`src/rtl/fetch_stall_ctrl_if.sv`:
```
// Stall/branch handshake between the hazard unit, instruction memory and the fetch stage.
// The fetch controller sits on the slave modport.
interface fetch_stall_ctrl_if;
  logic        hold_pc;
  logic        hold_if_id;
  logic        mux_sel;
  logic [31:0] imem_instr;
  logic        br_resolve;
  logic        br_taken;
  logic [31:0] br_target;
  logic [31:0] imem_addr;
  logic [31:0] if_id_instr;
  logic [31:0] if_id_pc4;
  logic        if_id_valid;
  logic        id_ex_bubble;
  logic        stall_err;
  logic        br_err;

  modport master (
    output hold_pc, hold_if_id, mux_sel, imem_instr, br_resolve, br_taken, br_target,
    input  imem_addr, if_id_instr, if_id_pc4, if_id_valid, id_ex_bubble, stall_err, br_err
  );

  modport slave (
    input  hold_pc, hold_if_id, mux_sel, imem_instr, br_resolve, br_taken, br_target,
    output imem_addr, if_id_instr, if_id_pc4, if_id_valid, id_ex_bubble, stall_err, br_err
  );
endinterface

```
`src/rtl/fetch_stall_ctrl.sv`:
```
// Fetch stage: PC + IF/ID register under hazard-unit holds, with beq fetch squash
// and redirect on branch resolution.
module fetch_stall_ctrl #(
  parameter logic [31:0] PC_RESET   = 32'h0,
  parameter int          BR_TIMEOUT = 4,
  parameter int          MAX_STALL  = 15
) (
  input  logic              clk,
  input  logic              rst_n,
  fetch_stall_ctrl_if.slave bus
);
  localparam int SW = $clog2(MAX_STALL + 1);
  localparam int BW = $clog2(BR_TIMEOUT + 1);
  localparam logic [SW-1:0] STALL_MAX  = SW'(MAX_STALL);
  localparam logic [SW-1:0] STALL_LAST = SW'(MAX_STALL - 1);
  localparam logic [BW-1:0] BR_LAST    = BW'(BR_TIMEOUT - 1);

  typedef enum logic {RUN, BR_WAIT} state_t;

  state_t        state;
  logic [31:0]   pc;
  logic [31:0]   if_id_instr;
  logic [31:0]   if_id_pc4;
  logic          if_id_valid;
  logic          stall_err;
  logic          br_err;
  logic [SW-1:0] stall_cnt;
  logic [BW-1:0] br_cnt;
  logic [31:0]   pc_plus4;
  logic          hold;
  logic          is_beq;
  logic          bubble;

  assign pc_plus4 = pc + 32'd4;
  assign hold     = bus.hold_pc | bus.hold_if_id;
  assign is_beq   = if_id_valid && (if_id_instr[31:26] == 6'b000100);

  always_ff @(posedge clk or negedge rst_n) begin
    if (!rst_n) begin
      state       <= RUN;
      pc          <= PC_RESET;
      if_id_instr <= 32'h0;
      if_id_pc4   <= 32'h0;
      if_id_valid <= 1'b0;
      stall_cnt   <= '0;
      br_cnt      <= '0;
      stall_err   <= 1'b0;
      br_err      <= 1'b0;
    end else begin
      case (state)
        RUN: begin
          if (hold) begin
            // Each register obeys only its own hold; holds outrank beq detection.
            if (!bus.hold_pc) pc <= pc_plus4;
            if (!bus.hold_if_id) begin
              if_id_instr <= bus.imem_instr;
              if_id_pc4   <= pc_plus4;
              if_id_valid <= 1'b1;
            end
            if (stall_cnt != STALL_MAX) stall_cnt <= stall_cnt + 1'b1;
            if (stall_cnt >= STALL_LAST) stall_err <= 1'b1;
          end else if (is_beq) begin
            // beq moves on to ID; the word fetched behind it is dropped.
            if_id_instr <= 32'h0;
            if_id_pc4   <= 32'h0;
            if_id_valid <= 1'b0;
            br_cnt      <= '0;
            stall_cnt   <= '0;
            state       <= BR_WAIT;
          end else begin
            pc          <= pc_plus4;
            if_id_instr <= bus.imem_instr;
            if_id_pc4   <= pc_plus4;
            if_id_valid <= 1'b1;
            stall_cnt   <= '0;
          end
        end
        BR_WAIT: begin
          br_cnt <= br_cnt + 1'b1;
          if (bus.br_resolve) begin
            if (bus.br_taken) pc <= bus.br_target;
            state <= RUN;
          end else if (br_cnt == BR_LAST) begin
            br_err <= 1'b1;
            state  <= RUN;
          end
        end
        default: state <= RUN;
      endcase
    end
  end

  always_comb begin
    bubble = 1'b0;
    if (!rst_n)                bubble = 1'b0;
    else if (state == BR_WAIT) bubble = 1'b1;
    else if (hold)             bubble = bus.mux_sel;
  end

  assign bus.imem_addr    = pc;
  assign bus.if_id_instr  = if_id_instr;
  assign bus.if_id_pc4    = if_id_pc4;
  assign bus.if_id_valid  = if_id_valid;
  assign bus.id_ex_bubble = bubble;
  assign bus.stall_err    = stall_err;
  assign bus.br_err       = br_err;
endmodule

```
`src/flat_wrapper.sv`:
```
// flat-port wrapper written by rule: the top's interface ports become plain ports
module fetch_stall_ctrl_flat 
#(
  parameter logic [31:0] PC_RESET   = 32'h0,
  parameter int          BR_TIMEOUT = 4,
  parameter int          MAX_STALL  = 15
)
  (clk, rst_n, bus_hold_pc, bus_hold_if_id, bus_mux_sel, bus_imem_instr, bus_br_resolve, bus_br_taken, bus_br_target, bus_imem_addr, bus_if_id_instr, bus_if_id_pc4, bus_if_id_valid, bus_id_ex_bubble, bus_stall_err, bus_br_err);
  fetch_stall_ctrl_if bus_i ();
  input  logic clk;
  input  logic rst_n;
  input wire logic [$bits(bus_i.hold_pc)-1:0] bus_hold_pc;
  input wire logic [$bits(bus_i.hold_if_id)-1:0] bus_hold_if_id;
  input wire logic [$bits(bus_i.mux_sel)-1:0] bus_mux_sel;
  input wire logic [$bits(bus_i.imem_instr)-1:0] bus_imem_instr;
  input wire logic [$bits(bus_i.br_resolve)-1:0] bus_br_resolve;
  input wire logic [$bits(bus_i.br_taken)-1:0] bus_br_taken;
  input wire logic [$bits(bus_i.br_target)-1:0] bus_br_target;
  output wire logic [$bits(bus_i.imem_addr)-1:0] bus_imem_addr;
  output wire logic [$bits(bus_i.if_id_instr)-1:0] bus_if_id_instr;
  output wire logic [$bits(bus_i.if_id_pc4)-1:0] bus_if_id_pc4;
  output wire logic [$bits(bus_i.if_id_valid)-1:0] bus_if_id_valid;
  output wire logic [$bits(bus_i.id_ex_bubble)-1:0] bus_id_ex_bubble;
  output wire logic [$bits(bus_i.stall_err)-1:0] bus_stall_err;
  output wire logic [$bits(bus_i.br_err)-1:0] bus_br_err;
  assign bus_i.hold_pc = bus_hold_pc;
  assign bus_i.hold_if_id = bus_hold_if_id;
  assign bus_i.mux_sel = bus_mux_sel;
  assign bus_i.imem_instr = bus_imem_instr;
  assign bus_i.br_resolve = bus_br_resolve;
  assign bus_i.br_taken = bus_br_taken;
  assign bus_i.br_target = bus_br_target;
  assign bus_imem_addr = bus_i.imem_addr;
  assign bus_if_id_instr = bus_i.if_id_instr;
  assign bus_if_id_pc4 = bus_i.if_id_pc4;
  assign bus_if_id_valid = bus_i.if_id_valid;
  assign bus_id_ex_bubble = bus_i.id_ex_bubble;
  assign bus_stall_err = bus_i.stall_err;
  assign bus_br_err = bus_i.br_err;
  fetch_stall_ctrl #(.PC_RESET(PC_RESET), .BR_TIMEOUT(BR_TIMEOUT), .MAX_STALL(MAX_STALL)) u_core (.clk(clk), .rst_n(rst_n), .bus(bus_i));
endmodule
```
`config.mk`:
```
export PLATFORM = sky130hd
export DESIGN_NAME = fetch_stall_ctrl_flat
export DESIGN_NICKNAME = d
export VERILOG_FILES = /design/src/rtl/fetch_stall_ctrl_if.sv /design/src/rtl/fetch_stall_ctrl.sv /design/src/flat_wrapper.sv
export SDC_FILE = /design/constraint.sdc
export NUM_CORES = 1
export LEC_CHECK = 0
export BUFFER_PORTS_ARGS = -buffer_cell sky130_fd_sc_hd__buf_2
export CORE_MARGIN = 2
export CORE_UTILIZATION = 44
export CTS_CLUSTER_DIAMETER = 80
export DETAILED_ROUTE_END_ITERATION = 8
export GPL_TIMING_DRIVEN = 0
export PLACE_DENSITY = 0.8
export SKIP_LAST_GASP = 1
export SLEW_MARGIN = 10
export SYNTH_ARGS = -nofsm -noshare
export SYNTH_HDL_FRONTEND = slang
export SYNTH_SLANG_ARGS = --single-unit
```
`constraint.sdc`:
```
create_clock -name clk -period 2.7 [get_ports clk]
set_input_delay 0.135 -clock clk [delete_from_list [all_inputs] [get_ports clk]]
set_output_delay 0.135 -clock clk [all_outputs]
set_load 0.01 [all_outputs]
```
* After elaboration in Yosys (flattened, before gate mapping)
Index checks and enable logic that the tools add are counted.
Widths: inputs -> output; s select.
** Cells by class
- Bitwise logic cells :: 3
- Reductions and logical operators :: 7
- Muxes and demuxes :: 28
- $add $sub $neg :: 3
- Equality and inequality tests :: 11
- $lt $le $gt $ge :: 1
** Operators with widths (number)
- $mux 32 :: 11
- $pmux 32 s2 :: 1
- $add 32x3->32 const B :: 1
- $mux 1 :: 10
- $ne 2x2->1 const B :: 5
- $mux 4 :: 2
- $eq 6x3->1 const B :: 1
- $mux 3 :: 2
- $pmux 3 s2 :: 1
- $reduce_and 2->1 :: 3
- $reduce_and 3->1 :: 2
- $add 4x1->4 const B :: 1
- $ge 4x4->1 const B :: 1
- $ne 4x4->1 const B :: 1
- $reduce_and 4->1 :: 1
- $add 3x1->3 const B :: 1
- $eq 3x2->1 const B :: 1
- $ne 3x2->1 const B :: 1
- $ne 3x3->1 const B :: 1
- $ne 2x1->1 const B :: 1
- $not 1->1 :: 2
- $pmux 1 s2 :: 1
- $logic_and 1x1->1 :: 1
- $or 1x1->1 :: 1
** Word-level totals
- Output and inout port bits :: 100
- Input port bits :: 71
- Logic and storage cells :: 62
- Register bits after elaboration :: 107

* Longest topological paths before layout
- Depth after elaboration :: 5
- Mapped depth :: 7
- Depth with buffers taken out :: 5

* Least setup slack after synthesis
Ideal clock, no wire load.
- Path type :: register to register
- From :: register u_core.pc[2], in the netlist u_core.bus.imem_addr[2]
- To :: register u_core.pc[14], in the netlist u_core.bus.imem_addr[14]
- Setup time :: 0.138 ns
- Setup slack :: 0.731 ns
- Buffers on the path :: 0
- Cell stages (with the launch flop) :: 6
- Required time :: 2.562 ns
- Period minus slack after synthesis :: 1.969 ns
- Arrival time :: 1.831 ns
- Cells stage by stage :: dfrtp_1 ha_1 nand3_1 or4_4 a222oi_1 o41ai_1
** On the way
- Cells in the longest elaborated chain, start to end :: 4
- Elaborated cells between the ends (all ways) :: 5
- Classes of those cells :: add/sub: 1; mux: 4
** Ends and longest elaborated chain
- from (decl) :: RTL line fetch_stall_ctrl.sv:21 : logic [31:0] pc;
- from (signal assigned) :: RTL line fetch_stall_ctrl.sv:54 : if (!bus.hold_pc) pc <= pc_plus4;
- from (signal assigned) :: RTL line fetch_stall_ctrl.sv:71 : pc <= pc_plus4;
- from (signal assigned) :: RTL line fetch_stall_ctrl.sv:81 : if (bus.br_taken) pc <= bus.br_target;
- $add 32x3->32 * :: RTL line fetch_stall_ctrl.sv:34 : assign pc_plus4 = pc + 32'd4;
- $mux 32 (on tied branches) :: RTL line fetch_stall_ctrl.sv:62, fetch_stall_ctrl.sv:54
- $mux 32 * :: RTL line fetch_stall_ctrl.sv:52 : if (hold) begin
- $pmux 32 s2 * :: RTL line fetch_stall_ctrl.sv:50 : case (state)
Every way passes the cells marked *; elsewhere a longest branch is shown, timed or not. The select of a mux whose other input is x is not followed.
A chain may end at the register's enable or synchronous reset.

* Worst setup path in the final report
- From :: register u_core.state
- To :: register u_core.if_id_pc4[28], in the netlist u_core.bus.if_id_pc4[28]
** On the way
- Cells in the longest elaborated chain, start to end :: 2
** Ends and longest elaborated chain
- from (decl) :: RTL line fetch_stall_ctrl.sv:20 : state_t state;
- from (signal assigned) :: RTL line fetch_stall_ctrl.sv:40 : state <= RUN;
- from (signal assigned) :: RTL line fetch_stall_ctrl.sv:69 : state <= BR_WAIT;
- from (signal assigned) :: RTL line fetch_stall_ctrl.sv:82 : state <= RUN;
- $not 1->1 (no line)
- $reduce_and 2->1 (no line)
- to (signal assigned) :: RTL line fetch_stall_ctrl.sv:57 : if_id_pc4 <= pc_plus4;
- to (signal assigned) :: RTL line fetch_stall_ctrl.sv:73 : if_id_pc4 <= pc_plus4;
- to (decl) :: RTL line fetch_stall_ctrl.sv:23 : logic [31:0] if_id_pc4;
Every way passes these cells.

==> results_dict.tcl <==
set metrics [dict create \
    finalCriticalPeriod_ns 2.37 \
    slowest_delay_ns 0.54 \
    placed_area_um2 6710 \
    synth-seq-area-share_pct 47.7 \
    avgViaCountPerCell 5.97 \
    power-per-cell-area_nw_per_um2 561 \
    final_cell_count_no_fill 967 \
    worst-endpoint-required_ns 2.90 \
    start_kind "register" \
    finalClockSkew_ns 0.0123 \
    area_growth_pct 29.4 \
    synth_adder_area_share_pct 1.11 \
    final.period_utilization_pct 87.8 \
    p_leak_nw 3.35 \
    worst_path_most_repeated_cell "sky130_fd_sc_hd__clkbuf_1" \
    yosysWarnings 0 \
    actual_transition_at_the_worst_max_transition_pin_ns 0.796 \
    cts_inserted_buffers 9 \
    initial_core_util_pct 44.9 \
    gr-usage-met2_pct 41.5 \
    global_route_usage_over_all_layers_pct 28.2 \
    ys_types 61 \
    vias_in_the_first_global_route 5504 \
    grt_first_pass_wirelength_um 29300 \
    insertedDiodeCount 0 \
    post-route-drc-count 0 \
    routed-via-count 5777 \
    ys_seq_elements 107 \
    power.switching_mw 1.22 \
    post_drt_wl_per_cell_um 19.9 \
    number_of_antenna_violations_at_the_first_check_in_global_routing 0 \
    finalMaxSlewViolations 0 \
    synthXorXnorAreaFrac_pct 1.72 \
    synth_simple_gate_area_share_pct 24.6 \
    synth_top_family_by_area "simple AND/OR/NAND/NOR gates" \
    hold_path_class "input port to register" \
    critical_path.reg2reg.startpoint "u_core.state$_DFF_PN0_" \
    compound_gate_fraction_of_synth_area_pct 20.0 \
    critical_path.cell_chain "clkbuf_1 -> or2_2 -> clkbuf_1 -> clkbuf_1 -> nor2_1 -> nand4_1 -> o311ai_0" \
    global_route.usage.met3_pct 8.39 \
    drt_first_pass_iters 7 \
    power_frac_comb_pct 20.3 \
    final_area_um2 7270 \
    worstSetupEndpointType "register" \
    numPortBuffers 170 \
    cp_data_arrival_time_ns 2.57 \
    grt_use_met1_pct 38.3 \
    drtIter0Drc 658 \
    critPathKind "register to register" \
    place_inst 926 \
    floorplan.die.width_um 117 \
    clock_insertion_delay_worst_skew_ns 0.36 \
    fp.coreArea_um2 12500 \
    timing.critical_path.fanout_max 10 \
    clkSlewWorstSetupHoldPaths_ns 0.08 \
    vdd_drop_max_uv 357 \
    nets 868 \
    cts_post_setup_buffers_inserted 0 \
    io_pins 171 \
    hold-worst-slack_ns -0.00432 \
    power.switching_fraction_pct 29.8 \
    timing.max_cap.violations 0 \
    sequentialPowerShare_pct 47.3 \
    cts_num_sinks 107 \
    layout-drive-gt1-share_pct 27.3 \
    finalPower_mw 4.08 \
    timing_hold_violations_final 2 \
    yosys-mux-area-fraction_pct 0.178 \
    grt_start_max_net_pins 76 \
    yosys.area.top_type_share_pct 47.7 \
    synth_commonest_cells "sky130_fd_sc_hd__dfrtp_1 (107), sky130_fd_sc_hd__nand2_1 (62), sky130_fd_sc_hd__a22o_1 (44), sky130_fd_sc_hd__clkbuf_1 (35), sky130_fd_sc_hd__nor2_1 (33)" \
    timing.max_slew.rel_slack_pct 47.0 \
    synthMostInstantiatedCell "sky130_fd_sc_hd__dfrtp_1" \
    worst_min_path_start "bus_imem_instr[26]" \
    clkPwrFrac_pct 32.3 \
    ant_nets 0 \
    cell_types_with_the_largest_area_share_after_synthesis "sky130_fd_sc_hd__dfrtp_1 (48%), sky130_fd_sc_hd__a22o_1 (6.9%), sky130_fd_sc_hd__nand2_1 (4.1%)" \
    gr-max-usage-layer "met2" \
    setup-tns-final_ns 0 \
    hpwl_um 13300 \
    place.gp.congestion 0.944 \
    cp-startpoint "u_core.state$_DFF_PN0_" \
    postSynth.asyncResetShare_pct 100 \
    ctsLongestPathBuffers 2 \
    cellInternalPower_mw 2.86 \
    failed_checks "negative hold slack" \
    synth.net_count 659 \
    chipHeight_um 117 \
    htreeDepth 3 \
    wl_um 19200 \
    setup_repair_after_global_routing_missed_its_margin "false" \
    clock-root-buffer "sky130_fd_sc_hd__clkbuf_16" \
    yosys.area.top_type "sky130_fd_sc_hd__dfrtp_1" \
    floorplan.die_area_um2 13700 \
    placementRows 41 \
    max_freq_ghz 0.422 \
    postLayoutCoreUtil_pct 58.0 \
    globalRouteOverflowTotal 0 \
    final_number_of_setup_violating_endpoints 0 \
    syn-cell-area_um2 5610 \
    pre_cts_slack_ns 0.413 \
    cts_tree "yes" \
    outcome "finished, violations left" \
    synthesis.instances 583 \
    synth_edf_count 0 \
    postLayoutSetupSlackWorst_ns 0.329 \
    postSynthAreaPerCell_um2 9.63 \
    synth_ff_type "sky130_fd_sc_hd__dfrtp_1" \
    critical-path-slowest-cell "sky130_fd_sc_hd__clkbuf_1" \
]
==> cells in the final DEF (no fill, tap or decap), drive strengths merged, types with 4 or more instances in the layout <==
master / n
and4: 9
o22ai: 20
a311oi: 9
nor2: 33
a22oi: 5
or2: 4
xnor2: 6
o2111ai: 9
ha: 5
xor2: 5
a21oi: 9
nor2b: 6
nor3b: 4
buf: 190
clkbuf: 45
dlygate4sd3: 27
dfrtp: 107
nor4: 22
nand2: 62
and3: 5
nand3: 33
a211o: 4
nor3: 21
nand4: 26
or3: 7
nand4b: 7
a211oi: 6
nand2b: 4
inv: 8
o21ai: 16
a22o: 44
==> final cells by class <==
cell class                      count  area, um2
Buffer                             55        236
Clock buffer                        9        225
Clock inverter                      5       56.3
Fill cell                        1123       5250
Inverter                            8       30.0
Multi-Input combinational cell    413       2670
Sequential cell                   107       2680
Tap cell                          172        215
Timing Repair Buffer              198       1150
==> state kept, by name, indices dropped and copies added, names as in the netlist <==
register and flops:
u_core.state 1, u_core.bus.if_id_instr 32, u_core.br_cnt 3, u_core.bus.if_id_valid 1, u_core.stall_cnt 4, u_core.bus.br_err 1, u_core.bus.stall_err 1, u_core.bus.if_id_pc4 32
u_core.bus.imem_addr 32
==> worst max-delay path: cells and delay by family (launching register included) <==
kind,cells,cell delay (ns)
AOI/OAI and AO/OA,1,0.15
buffers and inverters,3,1.33
DFF,1,0.36
and+or+nand+nor,3,0.38
==> worst paths after layout <==
kind                                                     endpoint  slack (ns)  cells after the start
min in group asynchronous    u_core.bus.imem_addr[23]$_DFFE_PN0P_        0.23                      2
min reg2reg                      u_core.bus.stall_err$_DFFE_PN0P_        0.47                      1
max                          u_core.bus.if_id_pc4[28]$_DFFE_PN0P_        0.33                      7
max in group asynchronous  u_core.bus.if_id_instr[29]$_DFFE_PN0P_        1.79                      3
max reg2reg                  u_core.bus.if_id_pc4[28]$_DFFE_PN0P_        0.33                      7
min                        u_core.bus.if_id_instr[26]$_DFFE_PN0P_      -0.004                      2
==> routing by layer <==
layer / part of all wire, % / wire length [um] / up-vias
li1: - / - / 2640
met1: 40 / 7750 / 2749
met2: 46 / 8760 / 312
met3: 9.7 / 1860 / 76
met4: 4.4 / 836 / 0
met5: 0 / 0 / -
==> power groups by stage <==
| stage | registers (mW) | clock network (mW) | logic (mW) |
|---|---|---|---|
| floorplan | 2.00 | 0 | 0.380 |
| global placement | 1.95 | 0 | 0.771 |
| detailed placement | 1.95 | 0 | 0.797 |
| CTS | 1.93 | 1.32 | 0.828 |
| global route | 1.96 | 1.40 | 0.916 |
| finish | 1.93 | 1.32 | 0.829 |
==> kinds of logic (layout without fill, tap and decap cells) <==
logic type,after synthesis,count (layout)
xor gates and xnor gates,11,11
adders and majority gates,5,5
buffers and inverters,63,275
and+or+nand+nor,251,251
DFF,107,107
muxes,1,1
AOI/OAI and AO/OA,145,145
==> repair_timing <==
item / in CTS / in global routing
hold buffers: 25 / 2
hold endpoints to repair: 57 / 2
gates resized for setup: 0 / 0
(Power assumes the default switching activity.)
